==> config.mk <==
export PLATFORM = sky130hd
export DESIGN_NAME = tv_scan_ctrl_flat
export DESIGN_NICKNAME = d
export VERILOG_FILES = /design/src/rtl/tv_scan_if.sv /design/src/rtl/tv_scan_ctrl.sv /design/src/flat_wrapper.sv
export SDC_FILE = /design/constraint.sdc
export NUM_CORES = 1
export LEC_CHECK = 0
export ABC_CLOCK_PERIOD_IN_PS = 2700
export CAP_MARGIN = 5
export CORE_MARGIN = 8
export CORE_UTILIZATION = 62
export CTS_CLUSTER_SIZE = 16
export DETAILED_ROUTE_END_ITERATION = 10
export DONT_BUFFER_PORTS = 1
export HOLD_SLACK_MARGIN = 0.03
export PLACE_DENSITY = 0.87
export REMOVE_ABC_BUFFERS = 1
export SLEW_MARGIN = 20
export SYNTH_ARGS = -nofsm -noshare
export SYNTH_HDL_FRONTEND = slang
export SYNTH_SLANG_ARGS = --single-unit
==> constraint.sdc <==
create_clock -name clk -period 2.7 [get_ports clk]
set_input_delay 0.135 -clock clk [delete_from_list [all_inputs] [get_ports clk]]
set_output_delay 0.135 -clock clk [all_outputs]
set_load 0.01 [all_outputs]
==> src/rtl/tv_scan_if.sv <==
// Bus between the GAP-TV iteration FSM / BRAM ports and the dx scan sequencer.
// start is a request taken only while idle; hold stalls read issue; ren/dp_vld/wen qualify their address, frame and tag fields.
interface tv_scan_if #(
  parameter int ADDR_W = 8,
  parameter int FNUM_W = 7
) ();
  logic              start;
  logic [FNUM_W-1:0] f_num;
  logic              hold;
  logic              busy;
  logic              done;
  logic              ren;
  logic [ADDR_W-1:0] raddr;
  logic [FNUM_W-1:0] rfrm;
  logic              dp_vld;
  logic              dp_clr;
  logic              wen;
  logic [ADDR_W-1:0] waddr;
  logic [FNUM_W-1:0] wfrm;

  modport master (
    input  start, f_num, hold,
    output busy, done, ren, raddr, rfrm, dp_vld, dp_clr, wen, waddr, wfrm
  );

  modport slave (
    output start, f_num, hold,
    input  busy, done, ren, raddr, rfrm, dp_vld, dp_clr, wen, waddr, wfrm
  );
endinterface

==> src/rtl/tv_scan_ctrl.sv <==
// Right-to-left frame scan sequencer for the GAP-TV horizontal-difference pass.
// Issues BRAM reads, tags row starts for the dx datapath, and emits aligned write-back.
module tv_scan_ctrl #(
  parameter int COL_WIDTH = 2,
  parameter int ROW_NUM   = 48,
  parameter int ADDR_W    = 8,
  parameter int FNUM_W    = 7,
  parameter int RD_LAT    = 1
) (
  input  logic        clk,
  input  logic        rst_n,
  tv_scan_if.master   bus,
  output logic [1:0]  dbg_state
);
  localparam int COL_W = (COL_WIDTH > 1) ? $clog2(COL_WIDTH) : 1;
  localparam int ROW_W = (ROW_NUM > 1) ? $clog2(ROW_NUM) : 1;
  localparam logic [COL_W-1:0] COL_LAST = COL_W'(COL_WIDTH - 1);
  localparam logic [ROW_W-1:0] ROW_LAST = ROW_W'(ROW_NUM - 1);

  typedef enum logic [1:0] {S_IDLE, S_SCAN, S_DRAIN, S_FIN} state_t;

  state_t            state_q, state_d;
  logic [ROW_W-1:0]  row_q, row_d;
  logic [COL_W-1:0]  col_q, col_d;
  logic [FNUM_W-1:0] frm_q, frm_d;
  logic [FNUM_W-1:0] fnum_q, fnum_d;
  logic [1:0]        drn_q, drn_d;
  logic              ren_c;
  logic [ADDR_W-1:0] addr_c;

  // Stage i holds what was issued i+1 cycles ago; RD_LAT-1 feeds the datapath, RD_LAT the write port.
  logic [RD_LAT:0]   vld_q, vld_d;
  logic [RD_LAT:0]   clr_q, clr_d;
  logic [ADDR_W-1:0] adr_q [RD_LAT+1];
  logic [ADDR_W-1:0] adr_d [RD_LAT+1];
  logic [FNUM_W-1:0] fsel_q [RD_LAT+1];
  logic [FNUM_W-1:0] fsel_d [RD_LAT+1];

  assign addr_c = ADDR_W'(ADDR_W'(row_q) * ADDR_W'(COL_WIDTH) + ADDR_W'(col_q));

  always_comb begin
    state_d = state_q;
    row_d   = row_q;
    col_d   = col_q;
    frm_d   = frm_q;
    fnum_d  = fnum_q;
    drn_d   = drn_q;
    ren_c   = 1'b0;
    case (state_q)
      S_IDLE: begin
        row_d = '0;
        col_d = COL_LAST;
        frm_d = '0;
        drn_d = '0;
        if (bus.start) begin
          fnum_d  = bus.f_num;
          state_d = (bus.f_num == '0) ? S_FIN : S_SCAN;
        end
      end
      S_SCAN: begin
        if (!bus.hold) begin
          ren_c = 1'b1;
          if (col_q != '0) begin
            col_d = col_q - 1'b1;
          end else begin
            col_d = COL_LAST;
            if (row_q == ROW_LAST) begin
              row_d = '0;
              // Frame counter stops on the last frame rather than stepping past f_num-1.
              if (frm_q == fnum_q - FNUM_W'(1)) state_d = S_DRAIN;
              else                              frm_d   = frm_q + 1'b1;
            end else begin
              row_d = row_q + 1'b1;
            end
          end
        end
      end
      S_DRAIN: begin
        if (drn_q == 2'(RD_LAT)) begin
          drn_d   = '0;
          state_d = S_FIN;
        end else begin
          drn_d = drn_q + 1'b1;
        end
      end
      S_FIN:   state_d = S_IDLE;
      default: state_d = S_IDLE;
    endcase
  end

  always_comb begin
    vld_d     = {vld_q[RD_LAT-1:0], ren_c};
    clr_d     = {clr_q[RD_LAT-1:0], ren_c && (col_q == COL_LAST)};
    adr_d[0]  = ren_c ? addr_c : '0;
    fsel_d[0] = ren_c ? frm_q : '0;
    for (int i = 1; i <= RD_LAT; i++) begin
      adr_d[i]  = adr_q[i-1];
      fsel_d[i] = fsel_q[i-1];
    end
  end

  always_ff @(posedge clk) begin
    if (!rst_n) begin
      state_q <= S_IDLE;
      row_q   <= '0;
      col_q   <= COL_LAST;
      frm_q   <= '0;
      fnum_q  <= '0;
      drn_q   <= '0;
      vld_q   <= '0;
      clr_q   <= '0;
      for (int i = 0; i <= RD_LAT; i++) begin
        adr_q[i]  <= '0;
        fsel_q[i] <= '0;
      end
    end else begin
      state_q <= state_d;
      row_q   <= row_d;
      col_q   <= col_d;
      frm_q   <= frm_d;
      fnum_q  <= fnum_d;
      drn_q   <= drn_d;
      vld_q   <= vld_d;
      clr_q   <= clr_d;
      for (int i = 0; i <= RD_LAT; i++) begin
        adr_q[i]  <= adr_d[i];
        fsel_q[i] <= fsel_d[i];
      end
    end
  end

  assign bus.busy   = (state_q == S_SCAN) || (state_q == S_DRAIN);
  assign bus.done   = (state_q == S_FIN);
  assign bus.ren    = ren_c;
  assign bus.raddr  = adr_d[0];
  assign bus.rfrm   = fsel_d[0];
  assign bus.dp_vld = vld_q[RD_LAT-1];
  assign bus.dp_clr = clr_q[RD_LAT-1];
  assign bus.wen    = vld_q[RD_LAT];
  assign bus.waddr  = adr_q[RD_LAT];
  assign bus.wfrm   = fsel_q[RD_LAT];
  assign dbg_state  = state_q;
endmodule

==> src/flat_wrapper.sv <==
// flat-port wrapper written by rule: the top's interface ports become plain ports
module tv_scan_ctrl_flat 
#(
  parameter int COL_WIDTH = 2,
  parameter int ROW_NUM   = 48,
  parameter int ADDR_W    = 8,
  parameter int FNUM_W    = 7,
  parameter int RD_LAT    = 1
)
  (clk, rst_n, dbg_state, bus_start, bus_f_num, bus_hold, bus_busy, bus_done, bus_ren, bus_raddr, bus_rfrm, bus_dp_vld, bus_dp_clr, bus_wen, bus_waddr, bus_wfrm);
  tv_scan_if #(.ADDR_W(ADDR_W), .FNUM_W(FNUM_W)) bus_i ();
  input  logic clk;
  input  logic rst_n;
  output logic [1:0] dbg_state;
  input wire logic [$bits(bus_i.start)-1:0] bus_start;
  input wire logic [$bits(bus_i.f_num)-1:0] bus_f_num;
  input wire logic [$bits(bus_i.hold)-1:0] bus_hold;
  output wire logic [$bits(bus_i.busy)-1:0] bus_busy;
  output wire logic [$bits(bus_i.done)-1:0] bus_done;
  output wire logic [$bits(bus_i.ren)-1:0] bus_ren;
  output wire logic [$bits(bus_i.raddr)-1:0] bus_raddr;
  output wire logic [$bits(bus_i.rfrm)-1:0] bus_rfrm;
  output wire logic [$bits(bus_i.dp_vld)-1:0] bus_dp_vld;
  output wire logic [$bits(bus_i.dp_clr)-1:0] bus_dp_clr;
  output wire logic [$bits(bus_i.wen)-1:0] bus_wen;
  output wire logic [$bits(bus_i.waddr)-1:0] bus_waddr;
  output wire logic [$bits(bus_i.wfrm)-1:0] bus_wfrm;
  assign bus_i.start = bus_start;
  assign bus_i.f_num = bus_f_num;
  assign bus_i.hold = bus_hold;
  assign bus_busy = bus_i.busy;
  assign bus_done = bus_i.done;
  assign bus_ren = bus_i.ren;
  assign bus_raddr = bus_i.raddr;
  assign bus_rfrm = bus_i.rfrm;
  assign bus_dp_vld = bus_i.dp_vld;
  assign bus_dp_clr = bus_i.dp_clr;
  assign bus_wen = bus_i.wen;
  assign bus_waddr = bus_i.waddr;
  assign bus_wfrm = bus_i.wfrm;
  tv_scan_ctrl #(.COL_WIDTH(COL_WIDTH), .ROW_NUM(ROW_NUM), .ADDR_W(ADDR_W), .FNUM_W(FNUM_W), .RD_LAT(RD_LAT)) u_core (.clk(clk), .rst_n(rst_n), .bus(bus_i), .dbg_state(dbg_state));
endmodule
# Word level (Yosys, flattened, before mapping)
# Memory sizes are Yosys's and may differ from the RTL's.
# Index checks and enable logic that the tools add are counted.
# totals
ff_bits	28
mem_bits_rw	30
in_bits	11
out_inout_bits	38
wordCells	76
memories	2
# op_classes
add_sub_neg	6
eq_ne	13
mux	32
n_bitwise	4
reduce_logical	11
# mem_list
name	words	word_bits	rd	rd_ports_with_merged_regs	wr	line_no	text
u_core.adr_q	2	8	2	0	2	tv_scan_ctrl.sv:34	logic [ADDR_W-1:0] adr_q [RD_LAT+1];
u_core.fsel_q	2	7	2	0	2	tv_scan_ctrl.sv:36	logic [FNUM_W-1:0] fsel_q [RD_LAT+1];
# ops
operator	n
7-bit two-way mux	7
8-bit two-way mux	3
6-bit two-way mux	3
2-bit two-way mux	8
7-bit one-hot mux with 2 select lines	1
6-bit one-hot mux with 2 select lines	1
7-bit by 1-bit adder with 8-bit output	1
2-bit inequality test, second input constant	4
2-bit one-hot mux with 4 select lines	1
7-bit by 1-bit adder with 7-bit output, second input constant	1
7-bit == test	1
7-bit zero test	1
7-bit by 1-bit subtractor with 7-bit output, second input constant	1
6-bit by 1-bit adder with 6-bit output, second input constant	1
6-bit == test, second input constant	1
1-bit two-way mux	6
2-bit by 1-bit inequality test with 1-bit output, second input constant	3
6-bit AND reduction	1
5-bit AND reduction	1
2-bit by 1-bit == test with 1-bit output, second input constant	2
2-bit == test, second input constant	2
1-bit bitwise OR	4
2-bit one-hot mux with 2 select lines	1
2-bit AND reduction	2
8 further kinds	9

# Logic depth before layout (Yosys ltp)
# Gate-level depths: netlist (run 1).
# logic_depth
depth_word	7
ltp_mapped	10
ltp_nobuf	8

# Worst setup path before layout (run 1)
# OpenSTA, ideal clock, no wires.
# synth_timing
path_type	register -> register
startpoint	register u_core.state_q[1] (netlist: u_core.dbg_state[1])
endpoint	register u_core.frm_q[4]
setup_ns	0.074
arrival_time_ns	2.180
required_ns	2.626
slack_ns	0.445
stages_incl_launch_ff	10
path_buffers	2
period_less_slack_ns	2.255
cell_sequence	dfxtp_1 inv_1 ha_1 clkbuf_2 nand2b_1 o21ai_1 nand2_1 clkbuf_1 or4_1 a31oi_1
# synth_via
elab_chain_cells	3
elab_cells_between_ends	9
cone_classes	eq/ne (5); mux (1); reduce/logical (3)
# synth_rtl
item	line_no	text
start, declared	tv_scan_ctrl.sv:22	state_t state_q, state_d;
start signal, assigned	tv_scan_ctrl.sv:117	state_q <= state_d;
2-bit by 1-bit == test with 1-bit output / 2-bit zero test (equally long branches)	tv_scan_ctrl.sv:49	case (state_q)
2-bit inequality test (no source line) (tied with other cells)	n/a	
5-bit AND reduction (no source line)	n/a	
end signal, assigned	tv_scan_ctrl.sv:120	frm_q <= frm_d;
end, declared	tv_scan_ctrl.sv:25	logic [FNUM_W-1:0] frm_q, frm_d;
# Parallel ways exist; a longest one is shown, timed or not.
# A chain may end at the register's enable or synchronous reset.

# Worst setup path in the final report (run 1)
# layout_timing
startpoint	register u_core.fnum_q[0]
endpoint	register u_core.frm_q[3]
# layout_via
elab_chain_cells	4
# layout_rtl
item	line_no	text
start, declared	tv_scan_ctrl.sv:26	logic [FNUM_W-1:0] fnum_q, fnum_d;
start signal, assigned	tv_scan_ctrl.sv:121	fnum_q <= fnum_d;
7-bit by 1-bit subtractor with 7-bit output	tv_scan_ctrl.sv:70	if (frm_q == fnum_q - FNUM_W'(1)) state_d = S_DRAIN;
7-bit == test	tv_scan_ctrl.sv:70	
2-bit inequality test (no source line)	n/a	
5-bit AND reduction (no source line)	n/a	
# No other way between the ends.

==> reports/results.txt, run 1 <==
cells taking the most area after synthesis = dfxtp_1 42%, and2_1 7.2%, buf_4 4.6%
number of buffers added by the clock tree synthesis step = 5
H-tree level count = 2
initial DRC count = 200
fin. max-slew vios = 0
via count normalized by instance count = 5.86
starting density of the core = 64.5%
Register Area = 0.00110 mm^2
warnings from Yosys = 0
skew final = 5.38 ps
slew at the pin closest to its max-slew limit = 538 ps
HPWL reported at the end of detailed placement = 3530 um
Routed Wire Length = 5190 um
Setup crit start kind = flop
wire length of the first global-routing pass = 8600 um
run status = finished, final reports clean
clock transition at the register clock pins on the worst setup and hold paths after CTS = 90 ps
prevailing post-synth register cell = dfxtp_1
EDFF count, synth = 0
cell at the slowest stage of the critical path = or4_1
number of max-capacitance violations reported = 0
Placement Rows = 23
number of nets in the final layout = 300
postcts setup bufs = 0
DRT antenna net count = 0
Critical Path Max Stage Delay = 500 ps
dominant cell type by area after synthesis = dfxtp_1
maximum net fanout on the critical path = 12
last weighted congestion value of the routability-driven placer = 0.876
xor/xnor share of the synthesized area = 3.71%
ordered list of cells on the worst path = inv_1 > ha_1 > or4b_1 > a211oi_2 > nor4_2 > nor4_2 > buf_4 > or4_1 > a31oi_1
Post-Synthesis Cells = 290
main combinational cell family by area after synthesis = simple AND/OR/NAND/NOR gates
Setup WS pre-CTS = 211 ps
Commonest cells post-synth = 55 x dfxtp_1, 30 x and2_1, 19 x nand2_1
fraction of synthesized area in multiplexers = 1.16%
die area = 0.00652 mm^2
netlist area before placement = 0.00260 mm^2
Async S/R FF share, synth = 0%
synthesized flop and latch total = 55
final-layout setup total negative slack = 0 ps
most prevalent standard cell on the critical path = nor4_2
Synth-to-Final Area Change = 5.25%
clock tree from TritonCTS = done
worst setup slack after layout = 191 ps
Via Count = 1944
arrival time of the worst setup path = 2740 ps
final number of setup-violating endpoints = 0
final number of hold-violating endpoints = 0
area of combinational cells with multiple inputs = 0.00125 mm^2
fraction of post-synthesis cell area in the top cell type by area = 42.4%
CTS Sinks = 55
CP Capture Type = flop
worst slew margin relative to its limit = 64.1%
Simple-Gate Fraction of Synth Area = 28.7%
adder-cell area share of the yosys netlist = 3.37%
required time worst endpoint = 2930 ps
Die Width = 80.7 um
clock period minus final worst setup slack = 2510 ps
worst setup path category = flop to flop
overflow left after global routing = 0
maximum number of pins on one net before global-route repair = 39
maximum clock rate = 0.399 GHz
initial antenna violation count = 0
CTS Root Buffer Type = clkbuf_8
unrepaired setup endpoints after global routing = no
die boundary height = 80.7 um
core box area = 0.00403 mm^2
clock latency on the worst-skew pair = 310 ps
pwr dens = 808 mW/mm^2
# fillers = 321
buffers added on ports = 0
sequential element share of the synthesized area = 42.4%
Bufs on Longest Clock Path = 2
post-DR wirelength/cell = 15.6 um
worst vdd ir = 0.792 mV
Remaining DRCs = 0
I/O pin count = 49
total global routing track utilization = 16.3%
most repeated cell in the gate-level netlist after synthesis = dfxtp_1
ratio of cells with drive above 1 in the final layout = 6.74%
Mean Syn Cell Area = 8.96 um^2
area fraction in compound gates after synthesis = 10.8%
Final Cycle Share = 92.9%
path class of the lowest-slack min-delay path = primary input to flop
Lkg Pwr = 1.09 nW
number of search-and-repair iterations in the first detailed-routing pass = 4
n_diodes = 0
number of distinct library cells after synthesis = 49
vias in the first global route = 1887
[through the flow]
step | total power, W | hold WS [ps] | area (um^2) | util (%) | cells
global placement | 0.00162 | 219 | 2480 | 61.6 | 310
finish | 0.00221 | 40.9 | 2730 | 67.9 | 332
detailed placement | 0.00164 | 224 | 2480 | 61.6 | 310
global route | 0.00233 | 36.3 | 2730 | 67.9 | 332
floorplan | 0.00146 | 211 | 2390 | - | 256
CTS | 0.00220 | 30.2 | 2740 | 68.0 | 332
[report_power, final]
group,internal (W),switching [W]
Clock,0.000271,0.000252
Sequential,0.000866,0.0000818
Combinational,0.000288,0.000450
Total,0.00143,0.000784
[layer usage]
layer | vias to the layer above | global-route usage (%) | wire length (um)
li1 | 957 | - | -
met1 | 893 | 18.5 | 2100
met2 | 83 | 27.8 | 2500
met3 | 11 | 5.13 | 485
met5 | - | 0 | 0
met4 | 0 | 6.07 | 101
[worst max-delay path, delay by kind of cell (launching register included)]
kind	cells	cell delay (ps)
AOI/OAI and AO/OA	2	220
adders and majority gates	1	260
buffers and inverters	2	260
DFF	1	460
and+or+nand+nor	4	1240
[logic make-up (layout without fill, tap and decap cells)]
logic type / count (synthesis) / in the layout
AOI/OAI and AO/OA: 37 / 37
xor gates and xnor gates: 11 / 11
adders and majority gates: 7 / 7
buffers and inverters: 46 / 37
DFF: 55 / 55
muxes: 3 / 3
other: 1 / 2
and+or+nand+nor: 130 / 130
[cells in the final DEF, fill, tap and decap left out, drive strengths merged, types with 2 or more instances in the layout]
cell,instances
a21oi,9
clkbuf,5
xor2,5
ha,7
conb,2
nand3,16
nor4,4
xnor2,6
buf,5
inv,11
dlygate4sd3,14
nor2,14
mux2i,3
nand2,19
o211ai,4
nand2b,6
a221oi,2
and2,30
dfxtp,55
nor3,5
a31oi,4
o21ai,6
nand4,5
or3b,2
or4,3
and3,17
nor2b,2
a211oi,4
o21bai,2
nand3b,2
[worst paths after layout]
| path | from | endpoint | slack (ps) | depth (start not counted) |
|---|---|---|---|---|
| min | rst_n | u_core.frm_q[0] | 40 | 2 |
| max | u_core.fnum_q[0] | u_core.frm_q[3] | 190 | 9 |
| min reg2reg | u_core.fsel_q[0][4] | u_core.fsel_q[0][11] | 440 | 1 |
| max reg2reg | u_core.fnum_q[0] | u_core.frm_q[3] | 190 | 9 |
[timing repair]
action | in CTS | in global routing
resized for setup | 0 | 0
hold buffers | 15 | 0
hold endpoints to repair | 43 | 0
setup endpoints to repair | 0 | 0
[sequential cells by signal, summed over array words and instances, names as in the netlist]
name	count
u_core.adr_q	14
u_core.fsel_q	14
u_core.fnum_q	7
u_core.frm_q	7
u_core.row_q	6
u_core.dbg_state	2
u_core.drn_q	2
u_core.vld_q	2
u_core.col_q	1
[layout make-up]
| type | instances | share of cell area, % |
|---|---|---|
| clock inverters | 2 | 1.37 |
| repair buffers | 19 | 6.41 |
| inverters | 11 | 1.51 |
| flip-flops and latches | 55 | 40.3 |
| multi-input cells | 190 | 45.6 |
| well taps | 50 | 2.29 |
| clock buffers | 5 | 2.52 |
Note: power is estimated with default switching activity, not from simulation.
==> run 2: changes to the inputs <==
Settings changed: CORE_MARGIN 8 to 2.
==> run 2 against run 1 <==
  * Combinational power is essentially flat
  * Maximum frequency is 1.0% lower
  * Via count fell by 1.7%
  * Sequential cell count stayed put
  * Worst setup slack lost 26 ps
  * Critical path depth unchanged
  * Clock power decreased by 14%
  * Non-clock buffer count up 1
  * Final cell count rose by 0.60%
  * Critical path type unchanged
  * Largest cell class unchanged
  * Largest power group unchanged
==> reports/results.txt, run 2 (same netlist as run 1, synthesis figures left out) <==
skew final = 3.87 ps
unrepaired setup endpoints after global routing = no
worst vdd ir = 0.551 mV
n_diodes = 0
H-tree level count = 2
Final Cycle Share = 93.9%
clock period minus final worst setup slack = 2540 ps
DRT antenna net count = 0
Placement Rows = 23
worst setup path category = flop to flop
overflow left after global routing = 0
worst slew margin relative to its limit = 57.5%
Lkg Pwr = 1.08 nW
wire length of the first global-routing pass = 7970 um
Remaining DRCs = 0
Via Count = 1911
die boundary height = 68.7 um
Routed Wire Length = 4790 um
highest-count cells in the layout ignoring fill and taps = 55 x dfxtp_1, 30 x and2_1, 19 x nand2_1
clock latency on the worst-skew pair = 310 ps
final-layout setup total negative slack = 0 ps
HPWL reported at the end of detailed placement = 3110 um
most frequent standard cell in the layout excluding fill and tap cells = dfxtp_1
routed wire length on met3 = 257 um
slew at the pin closest to its max-slew limit = 637 ps
core box area = 0.00403 mm^2
Bufs on Longest Clock Path = 2
arrival time of the worst setup path = 2770 ps
run status = finished, final reports clean
fin. max-slew vios = 0
via count normalized by instance count = 5.72
# hold bufs at CTS = 15
required time worst endpoint = 2930 ps
final number of hold-violating endpoints = 0
clock transition at the register clock pins on the worst setup and hold paths after CTS = 90 ps
path class of the lowest-slack min-delay path = primary input to flop
Die Width = 68.7 um
wire length on met1 = 2020 um
number of max-capacitance violations reported = 0
CP Capture Type = flop
buffers added on ports = 0
starting density of the core = 64.5%
pwr dens = 784 mW/mm^2
CTS Sinks = 55
share of the core filled with cells in the final layout = 67.7%
last weighted congestion value of the routability-driven placer = 0.888
postcts setup bufs = 0
total global routing track utilization = 22.5%
initial DRC count = 107
number of cells upsized or downsized after cts = 0
met2 wirelength from detailed routing = 2460 um
maximum clock rate = 0.394 GHz
top sig layer = met4
initial antenna violation count = 0
post-DR wirelength/cell = 14.4 um
Synth-to-Final Area Change = 5.06%
maximum net fanout on the critical path = 12
number of buffers added by the clock tree synthesis step = 5
Power, Total = 0.00214 W
number of nets in the final layout = 301
maximum number of pins on one net before global-route repair = 42
final number of setup-violating endpoints = 0
Regs by FF count = u_core.adr_q (14), u_core.fsel_q (14)
Setup crit start kind = flop
I/O pin count = 49
die area = 0.00472 mm^2
clock tree from TritonCTS = done
ratio of cells with drive above 1 in the final layout = 7.39%
vias in the first global route = 1804
CTS Root Buffer Type = clkbuf_8
number of search-and-repair iterations in the first detailed-routing pass = 4
-- run 2: changes by cell type in the layout (fill, tap and decap cells not counted) --
cell and change:
buf_4 +1, bufinv_16 -1, clkinv_4 +2
-- run 2: stage by stage --
stage | worst slack [ps] | hold slack [ps] | std cells | area [um^2]
floorplan | 308 | 211 | 256 | 2390
global placement | 361 | 218 | 311 | 2490
detailed placement | 208 | 224 | 311 | 2490
CTS | 185 | 34.5 | 334 | 2730
global route | 20.3 | 48.3 | 334 | 2730
finish | 164 | 41.4 | 334 | 2730
-- run 2: area by class of cell --
| type | count | area [um^2] |
|---|---|---|
| clock buffers | 5 | 68.8 |
| clock inverters | 3 | 25.0 |
| fillers | 311 | 1300 |
| inverters | 11 | 41.3 |
| multi-input cells | 190 | 1250 |
| flip-flops and latches | 55 | 1100 |
| well taps | 50 | 62.6 |
| repair buffers | 20 | 183 |
-- run 2: path summary, 6_finish.rpt --
kind | cells after the start | end | slack [ps] | from
worst min-delay path | 2 | u_core.frm_q[1] | 40 | rst_n
worst min register to register | 1 | u_core.fsel_q[0][12] | 440 | u_core.fsel_q[0][5]
worst max register to register | 9 | u_core.frm_q[3] | 160 | u_core.fnum_q[0]
worst max-delay path | 9 | u_core.frm_q[3] | 160 | u_core.fnum_q[0]
-- run 2: worst max-delay path, stage by stage (launching register included) --
cell and delay [ps]:
dfxtp_1 470, inv_1 80, ha_1 260, nor2b_1 290, nor3_1 140, a211oi_4 260, nor4_2 80, buf_4 190
or4_1 510, a31oi_1 180
-- run 2: layer usage --
layer,up-vias,global-route usage [%]
li1,957,-
met1,897,26.2
met2,51,40.0
met3,6,5.36
met4,0,8.09
met5,-,0
-- run 2: power breakdown --
part	internal, W	switching [W]
clock	0.000186	0.000266
sequential	0.000866	0.0000823
combinational	0.000299	0.000440
